File: config.mk
export PLATFORM = sky130hd
export DESIGN_NAME = palette_ram_ctrl
export DESIGN_NICKNAME = d
export VERILOG_FILES = /design/src/rtl/pal_pkg.sv /design/src/rtl/pal_wr_fifo.sv /design/src/rtl/palette_ram_ctrl.sv
export SDC_FILE = /design/constraint.sdc
export NUM_CORES = 1
export LEC_CHECK = 0
export ABC_AREA = 0
export BUFFER_PORTS_ARGS = -buffer_cell sky130_fd_sc_hd__buf_2
export CORE_MARGIN = 1
export CORE_UTILIZATION = 33
export DETAILED_ROUTE_END_ITERATION = 16
export PLACE_DENSITY = 0.53
export SYNTH_ARGS = -nofsm -noshare
export SYNTH_HDL_FRONTEND = slang
export SYNTH_SLANG_ARGS = --single-unit
export TNS_END_PERCENT = 10
File: constraint.sdc
create_clock -name clk -period 4.56 [get_ports clk]
set_input_delay 0.228 -clock clk [delete_from_list [all_inputs] [get_ports clk]]
set_output_delay 0.228 -clock clk [all_outputs]
set_load 0.02 [all_outputs]
File: src/rtl/pal_pkg.sv
// Shared types for the custom palette RAM controller.
// Pixel format is BGR555: {B[4:0],G[4:0],R[4:0]}.
package pal_pkg;

   localparam int PAL_ENTRIES = 64;
   localparam int PAL_IDX_W   = 6;
   localparam int PAL_PIX_W   = 15;

   typedef logic [PAL_PIX_W-1:0] pal_pix_t;

   typedef struct packed {
      logic [PAL_IDX_W-1:0] idx;
      pal_pix_t             pix;
   } pal_wr_t;

   typedef enum logic [1:0] {
      IDLE,
      LOADING,
      DRAIN
   } dl_state_t;

   function automatic pal_pix_t pack_bgr555(
      input logic [4:0] r5,
      input logic [4:0] g5,
      input logic [4:0] b5
   );
      return {b5, g5, r5};
   endfunction

endpackage

File: src/rtl/pal_wr_fifo.sv
// Small synchronous FIFO of pending palette writes.
// Push when full and pop when empty are ignored; flush wins over both.
module pal_wr_fifo
   import pal_pkg::*;
#(
   parameter  int DEPTH = 4,
   localparam int AW    = $clog2(DEPTH),
   localparam int CW    = AW + 1
) (
   input  logic          clk,
   input  logic          reset,
   input  logic          push,
   input  pal_wr_t       din,
   input  logic          pop,
   input  logic          flush,
   output pal_wr_t       dout,
   output logic          full,
   output logic          empty,
   output logic [CW-1:0] count
);

   pal_wr_t       mem [DEPTH];
   logic [AW-1:0] wp;
   logic [AW-1:0] rp;
   logic          do_push;
   logic          do_pop;

   assign full    = (count == CW'(DEPTH));
   assign empty   = (count == '0);
   assign do_push = push && !full;
   assign do_pop  = pop && !empty;
   assign dout    = mem[rp];

   always_ff @(posedge clk) begin
      if (reset || flush) begin
         wp    <= '0;
         rp    <= '0;
         count <= '0;
      end else begin
         if (do_push) wp <= wp + AW'(1);
         if (do_pop)  rp <= rp + AW'(1);
         unique case ({do_push, do_pop})
            2'b10:   count <= count + CW'(1);
            2'b01:   count <= count - CW'(1);
            default: count <= count;
         endcase
      end
   end

   always_ff @(posedge clk) begin
      if (do_push) mem[wp] <= din;
   end

endmodule

File: src/rtl/palette_ram_ctrl.sv
// Custom palette RAM: video reads own the port, downloaded RGB888
// triplets are packed to BGR555 and committed in read-free cycles.
module palette_ram_ctrl
   import pal_pkg::*;
#(
   parameter  int ENTRIES    = PAL_ENTRIES,
   parameter  int FIFO_DEPTH = 4,
   localparam int IW         = $clog2(ENTRIES),
   localparam int CW         = $clog2(FIFO_DEPTH) + 1
) (
   input  logic          clk,
   input  logic          reset,
   input  logic          dl_start,
   input  logic          dl_end,
   input  logic          dl_wr,
   input  logic [7:0]    dl_data,
   output logic          dl_wait,
   input  logic          rd_req,
   input  logic [IW-1:0] rd_idx,
   output pal_pix_t      rd_data,
   output logic          rd_valid,
   output logic          pal_loaded,
   output logic          busy,
   output logic          overflow
);

   dl_state_t     state;
   dl_state_t     state_n;
   logic [IW:0]   idx;
   logic [1:0]    phase;
   logic [4:0]    r5;
   logic [4:0]    g5;
   logic          idx_end;
   logic          start_dl;
   logic          flush;
   logic          accepting;
   logic          end_dl;
   logic          finish;
   logic          accept;
   logic          push;
   logic          pop;
   logic          we;
   logic          full;
   logic          empty;
   logic [CW-1:0] count;
   pal_wr_t       wr_in;
   pal_wr_t       head;
   logic [IW-1:0] addr;
   pal_pix_t      mem [ENTRIES];
   logic          unused_bits;

   assign unused_bits = ^dl_data[2:0];

   assign idx_end = (idx == (IW+1)'(ENTRIES));
   assign busy    = (state != IDLE);
   assign dl_wait = full && (state != DRAIN);
   assign accept  = accepting && dl_wr && !dl_wait;
   assign push    = accept && (phase == 2'd2) && !idx_end;

   assign wr_in.idx = PAL_IDX_W'(idx[IW-1:0]);
   assign wr_in.pix = pack_bgr555(r5, g5, dl_data[7:3]);

   pal_wr_fifo #(
      .DEPTH (FIFO_DEPTH)
   ) u_fifo (
      .clk   (clk),
      .reset (reset),
      .push  (push),
      .din   (wr_in),
      .pop   (pop),
      .flush (flush),
      .dout  (head),
      .full  (full),
      .empty (empty),
      .count (count)
   );

   always_ff @(posedge clk) begin
      if (reset) state <= IDLE;
      else       state <= state_n;
   end

   always_comb begin
      state_n   = state;
      start_dl  = 1'b0;
      flush     = 1'b0;
      accepting = 1'b0;
      end_dl    = 1'b0;
      finish    = 1'b0;
      unique case (state)
         IDLE: begin
            if (dl_start) begin
               start_dl = 1'b1;
               state_n  = LOADING;
            end
         end
         LOADING: begin
            if (dl_start) begin
               start_dl = 1'b1;
               flush    = 1'b1;
            end else begin
               accepting = 1'b1;
               if (dl_end) begin
                  end_dl  = 1'b1;
                  state_n = DRAIN;
               end
            end
         end
         DRAIN: begin
            // nothing is pushed in DRAIN, so an empty queue means done
            if (count == '0) begin
               finish  = 1'b1;
               state_n = IDLE;
            end
         end
         default: state_n = IDLE;
      endcase
   end

   always_ff @(posedge clk) begin
      if (reset) begin
         idx        <= '0;
         phase      <= '0;
         r5         <= '0;
         g5         <= '0;
         overflow   <= 1'b0;
         pal_loaded <= 1'b0;
      end else begin
         if (start_dl) begin
            idx        <= '0;
            phase      <= '0;
            overflow   <= 1'b0;
            pal_loaded <= 1'b0;
         end else if (accept) begin
            if (idx_end) begin
               overflow <= 1'b1;
            end else begin
               unique case (phase)
                  2'd0: begin
                     r5    <= dl_data[7:3];
                     phase <= 2'd1;
                  end
                  2'd1: begin
                     g5    <= dl_data[7:3];
                     phase <= 2'd2;
                  end
                  default: begin
                     phase <= 2'd0;
                     idx   <= idx + (IW+1)'(1);
                  end
               endcase
            end
         end
         // a trailing partial triplet is dropped here
         if (end_dl) phase <= 2'd0;
         if (finish) pal_loaded <= idx_end;
      end
   end

   assign pop  = !rd_req && !empty;
   assign we   = pop && !reset;
   assign addr = rd_req ? rd_idx : IW'(head.idx);

   always_ff @(posedge clk) begin
      if (we) mem[addr] <= head.pix;
   end

   always_ff @(posedge clk) begin
      if (reset) begin
         rd_data  <= '0;
         rd_valid <= 1'b0;
      end else begin
         rd_valid <= rd_req;
         if (rd_req) rd_data <= mem[addr];
      end
   end

endmodule
==> impl_metrics.sql <==
INSERT INTO impl_metrics (metric_group, metric, value, unit) VALUES
('clocking', 'clk_pin_slew', '0.06', 'ns'),
('clocking', 'clock_sink_count', '1092', ''),
('synth', 'yosys.area_share.simple', '5.763', '%'),
('cells_and_area', 'drive_above_1_share', '16.69', '%'),
('global_route', 'grt_start_max_net_pins', '72', ''),
('cells_and_area', 'areaGrowthSynthToFinish', '16.82', '%'),
('synth', 'muxShareOfSynthArea', '3.317', '%'),
('floorplan', 'die_height', '357.4', 'um'),
('worst_hold_path', 'holdPathEnd', 'u_fifo.rp[0]$_SDFFE_PP0P_', ''),
('synth', 'synth.distinct_cells', '82', ''),
('global_route', 'global_route.overflow_total', '0', ''),
('timing', 'maxSlewHeadroom', '17.18', '%'),
('worst_setup_path', 'slowest_stage_delay_cp', '0.80', 'ns'),
('detailed_routing', 'highest-signal-layer', 'met4', ''),
('floorplan', 'std_cell_rows', '130', ''),
('status', 'outcome', 'finished clean', ''),
('clocking', 'cts_tree', 'built', ''),
('synth', 'synthesis.instances', '2555', ''),
('placed_design', 'gp_congestion', '0.8677', ''),
('timing', 'fin_setup_tns', '0', 'ns'),
('cells_and_area', 'final_util', '38.83', '%'),
('timing', 'setup_repair_after_global_routing_missed_its_margin', 'no', ''),
('power_and_ir_drop', 'total_leakage_power', '0.01599', 'uW'),
('worst_setup_path', 'worstReg2RegEnd', 'rd_data[9]$_SDFFE_PP0P_', ''),
('worst_setup_path', 'cp-end-kind', 'flop', ''),
('clocking', 'buffer_depth_of_the_longest_clock_path', '3', ''),
('timing', 'min_period_over_period', '90.86', '%'),
('synth', 'synth_area_leaders', 'sky130_fd_sc_hd__edfxtp_1, sky130_fd_sc_hd__a22oi_1, sky130_fd_sc_hd__nand2_1', ''),
('global_route', 'antenna_found_initial', '3', ''),
('timing', 'worst_pin_slew', '1.239', 'ns'),
('worst_setup_path', 'crit_family', 'compound AO/OA/AOI/OAI gates', ''),
('detailed_routing', 'dr_total_vias', '25050', ''),
('worst_setup_path', 'critPathRequiredTime', '5.13', 'ns'),
('cells_and_area', 'finish.net_count', '2780', ''),
('worst_setup_path', 'timing.reg2reg.worst_path_depth', '9', ''),
('timing', 'hold_violations', '0', ''),
('clocking', 'cts_hold_buffers', '9', ''),
('clocking', 'cts-htree-levels', '3', ''),
('detailed_routing', 'finalWirelength', '129400', 'um'),
('timing', 'fin_crit', '4.143', 'ns'),
('timing', 'timing.final.setup_violations', '0', ''),
('clocking', 'tritoncts.num_buffers', '107', ''),
('worst_hold_path', 'worstHoldPathCells', '4', ''),
('synth', 'synth-async-reset-ratio', '0', '%'),
('floorplan', 'io_pins', '40', ''),
('detailed_routing', 'route.layer.met1.wl', '54910', 'um'),
('timing', 'timing.final.max_slew_violations', '0', ''),
('worst_setup_path', 'worstPathArrival', '4.71', 'ns'),
('clocking', 'cts-resized-gates', '0', ''),
('synth', 'synth.largest_area_cell', 'sky130_fd_sc_hd__edfxtp_1', ''),
('detailed_routing', 'drt-pass1-iter-count', '7', ''),
('floorplan', 'die-width', '357.4', 'um'),
('synth', 'yosys.area_share.adder', '0.2581', '%'),
('worst_hold_path', 'min-delay-path-class', 'in -> reg', ''),
('synth', 'synth_sequential_area_ratio', '77.52', '%'),
('synth', 'largest_family_of_logic_cells_by_synthesized_area', 'compound AO/OA/AOI/OAI gates', ''),
('worst_setup_path', 'slowest_stage', 'sky130_fd_sc_hd__a222oi_1', ''),
('clocking', 'post-cts-setup-buffers', '0', ''),
('worst_setup_path', 'worst_reg2reg_setup_slack', '0.42', 'ns'),
('detailed_routing', 'met2_length', '59390', 'um'),
('global_route', 'grt.total_usage', '20.08', '%'),
('synth', 'post_synth_xor_area_fraction', '0.2311', '%'),
('global_route', 'global_route_wire_length_before_repair', '182200', 'um'),
('synth', 'synth_fp_nets', '2583', ''),
('synth', 'synth-edff-count', '1044', ''),
('detailed_routing', 'average_routed_wire_per_standard_cell', '28.76', 'um'),
('worst_hold_path', 'min-delay-start', 'rd_req', ''),
('synth', 'leading_register_cell_type_out_of_synthesis', 'sky130_fd_sc_hd__edfxtp_1', ''),
('power_and_ir_drop', 'powerDensity', '427.8', 'mW/mm^2'),
('floorplan', 'initial_utilization', '33.24', '%'),
('worst_setup_path', 'number_of_logic_stages_on_the_critical_path_including_buffering', '9', '');
logic make-up (layout without fill, tap and decap cells):
kind of cell    count (synthesis)  after routing
fa+ha+maj                       8              8
compound gates                612            612
flops                        1092           1092
mux                           108            108
other cells                     0              3
xor+xnor                       11             11
simple gates                  557            557
buf+inv                       167            458
worst min-delay path, stage by stage:
cell	delay (ns)
sky130_fd_sc_hd__buf_2	0.17
sky130_fd_sc_hd__nor2_1	0.11
sky130_fd_sc_hd__xnor2_1	0.15
sky130_fd_sc_hd__nor2_1	0.08
Yosys cell counts, types with 5 or more instances:
cell type                   instances
sky130_fd_sc_hd__nor2_1           128
sky130_fd_sc_hd__buf_1             12
sky130_fd_sc_hd__o2bb2ai_1         10
sky130_fd_sc_hd__xor2_1             7
sky130_fd_sc_hd__nand2_1          300
sky130_fd_sc_hd__a221oi_1          36
sky130_fd_sc_hd__a221o_1            6
sky130_fd_sc_hd__o21ai_0           37
sky130_fd_sc_hd__o22ai_1           15
sky130_fd_sc_hd__nand3_1           40
sky130_fd_sc_hd__mux2_2            19
sky130_fd_sc_hd__a22oi_1          206
sky130_fd_sc_hd__a21oi_1          113
sky130_fd_sc_hd__nand4_1            8
sky130_fd_sc_hd__mux2i_1           64
sky130_fd_sc_hd__o211ai_1           9
sky130_fd_sc_hd__a41oi_1           24
sky130_fd_sc_hd__a311oi_1          10
sky130_fd_sc_hd__edfxtp_1        1044
sky130_fd_sc_hd__buf_6             14
sky130_fd_sc_hd__a31oi_1           26
sky130_fd_sc_hd__nor4_1             8
sky130_fd_sc_hd__inv_1             11
sky130_fd_sc_hd__nor3_2             7
sky130_fd_sc_hd__ha_1               7
sky130_fd_sc_hd__o22a_1             5
sky130_fd_sc_hd__o21bai_1           7
sky130_fd_sc_hd__a222oi_1          14
sky130_fd_sc_hd__dfxtp_1           48
sky130_fd_sc_hd__clkbuf_1          34
sky130_fd_sc_hd__nor3_1            27
sky130_fd_sc_hd__a211oi_1          23
sky130_fd_sc_hd__a32oi_1           10
sky130_fd_sc_hd__buf_4             17
sky130_fd_sc_hd__buf_2             79
sky130_fd_sc_hd__mux4_2            20
sky130_fd_sc_hd__a22o_1            19
layout by cell type (no fill, tap or decap), types with 8 or more instances in the layout:
| master | n |
|---|---|
| sky130_fd_sc_hd__clkinv_2 | 22 |
| sky130_fd_sc_hd__a221oi_1 | 36 |
| sky130_fd_sc_hd__clkinvlp_4 | 9 |
| sky130_fd_sc_hd__nor2_1 | 126 |
| sky130_fd_sc_hd__nor4_1 | 8 |
| sky130_fd_sc_hd__nand3_1 | 40 |
| sky130_fd_sc_hd__buf_2 | 36 |
| sky130_fd_sc_hd__buf_4 | 174 |
| sky130_fd_sc_hd__a31oi_1 | 26 |
| sky130_fd_sc_hd__bufinv_16 | 13 |
| sky130_fd_sc_hd__a211oi_1 | 23 |
| sky130_fd_sc_hd__o22ai_1 | 15 |
| sky130_fd_sc_hd__a32oi_1 | 10 |
| sky130_fd_sc_hd__nor3_4 | 8 |
| sky130_fd_sc_hd__buf_12 | 25 |
| sky130_fd_sc_hd__clkbuf_1 | 12 |
| sky130_fd_sc_hd__nand4_1 | 8 |
| sky130_fd_sc_hd__dlygate4sd3_1 | 9 |
| sky130_fd_sc_hd__o211ai_1 | 9 |
| sky130_fd_sc_hd__nor3_1 | 26 |
| sky130_fd_sc_hd__edfxtp_1 | 1044 |
| sky130_fd_sc_hd__o2bb2ai_1 | 10 |
| sky130_fd_sc_hd__mux4_2 | 19 |
| sky130_fd_sc_hd__inv_1 | 11 |
| sky130_fd_sc_hd__nand2_1 | 300 |
| sky130_fd_sc_hd__a22o_1 | 19 |
| sky130_fd_sc_hd__mux2i_1 | 64 |
| sky130_fd_sc_hd__a22oi_1 | 206 |
| sky130_fd_sc_hd__mux2_2 | 19 |
| sky130_fd_sc_hd__o21ai_0 | 37 |
| sky130_fd_sc_hd__a41oi_1 | 24 |
| sky130_fd_sc_hd__a21oi_1 | 113 |
| sky130_fd_sc_hd__clkbuf_16 | 110 |
| sky130_fd_sc_hd__clkinv_1 | 24 |
| sky130_fd_sc_hd__a222oi_1 | 14 |
| sky130_fd_sc_hd__dfxtp_1 | 48 |
| sky130_fd_sc_hd__a311oi_1 | 10 |
worst max path at each step:
stage / startpoint / slack, ns / end
finish: flop / 0.42 / rd_data[9]$_SDFFE_PP0P_
global route: flop / 0.38 / mem[62][8]$_DFFE_PP_
CTS: flop / 0.54 / mem[62][12]$_DFFE_PP_
detailed placement: rd_req / 0.58 / rd_data[9]$_SDFFE_PP0P_
global placement: flop / 0.64 / mem[62][4]$_DFFE_PP_
floorplan: flop / 1.21 / mem[50][0]$_DFFE_PP_
cell type report:
| cell class | count | area, sq um |
|---|---|---|
| clock inverter | 75 | 744.5 |
| clock buffer | 128 | 2880 |
| multi-input combinational | 1296 | 8566 |
| sequential | 1092 | 32310 |
| timing repair buffer | 244 | 2077 |
| tap | 1650 | 2064 |
| fill | 11380 | 76720 |
| inverter | 11 | 41.29 |
| antenna | 3 | 7.507 |
registers in the layout, indices dropped and copies added (netlist names), named ones only:
name / count
mem: 960
u_fifo.mem: 84
rd_data: 15
idx: 7
g5: 5
r5: 5
u_fifo.count: 3
phase: 2
state: 2
u_fifo.rp: 2
u_fifo.wp: 2
overflow: 1
pal_loaded: 1
rd_valid: 1
routing by layer:
metal  track usage (%)  up-vias
met5                 0        -
met4             5.718        0
met3             3.796      207
met2             31.37     1244
met1             28.47    12990
li1                  -    10620
power by group:
group	internal [uW]	switching [uW]
registers	10800	19.9
clock network	5250	3810
logic	274	655
through the flow:
step	instances	instance area [sq um]	worst slack, ns	total power (uW)
after floorplan	2555	41680	1.206	11530
after global placement	4284	44970	0.6371	11970
after CTS	4496	48680	0.5368	20920
after global routing	4496	48680	0.3771	21320
after detailed placement	4284	44970	0.5774	11970
final	4499	48690	0.4169	20830
Note: power is estimated with default switching activity, not from simulation.
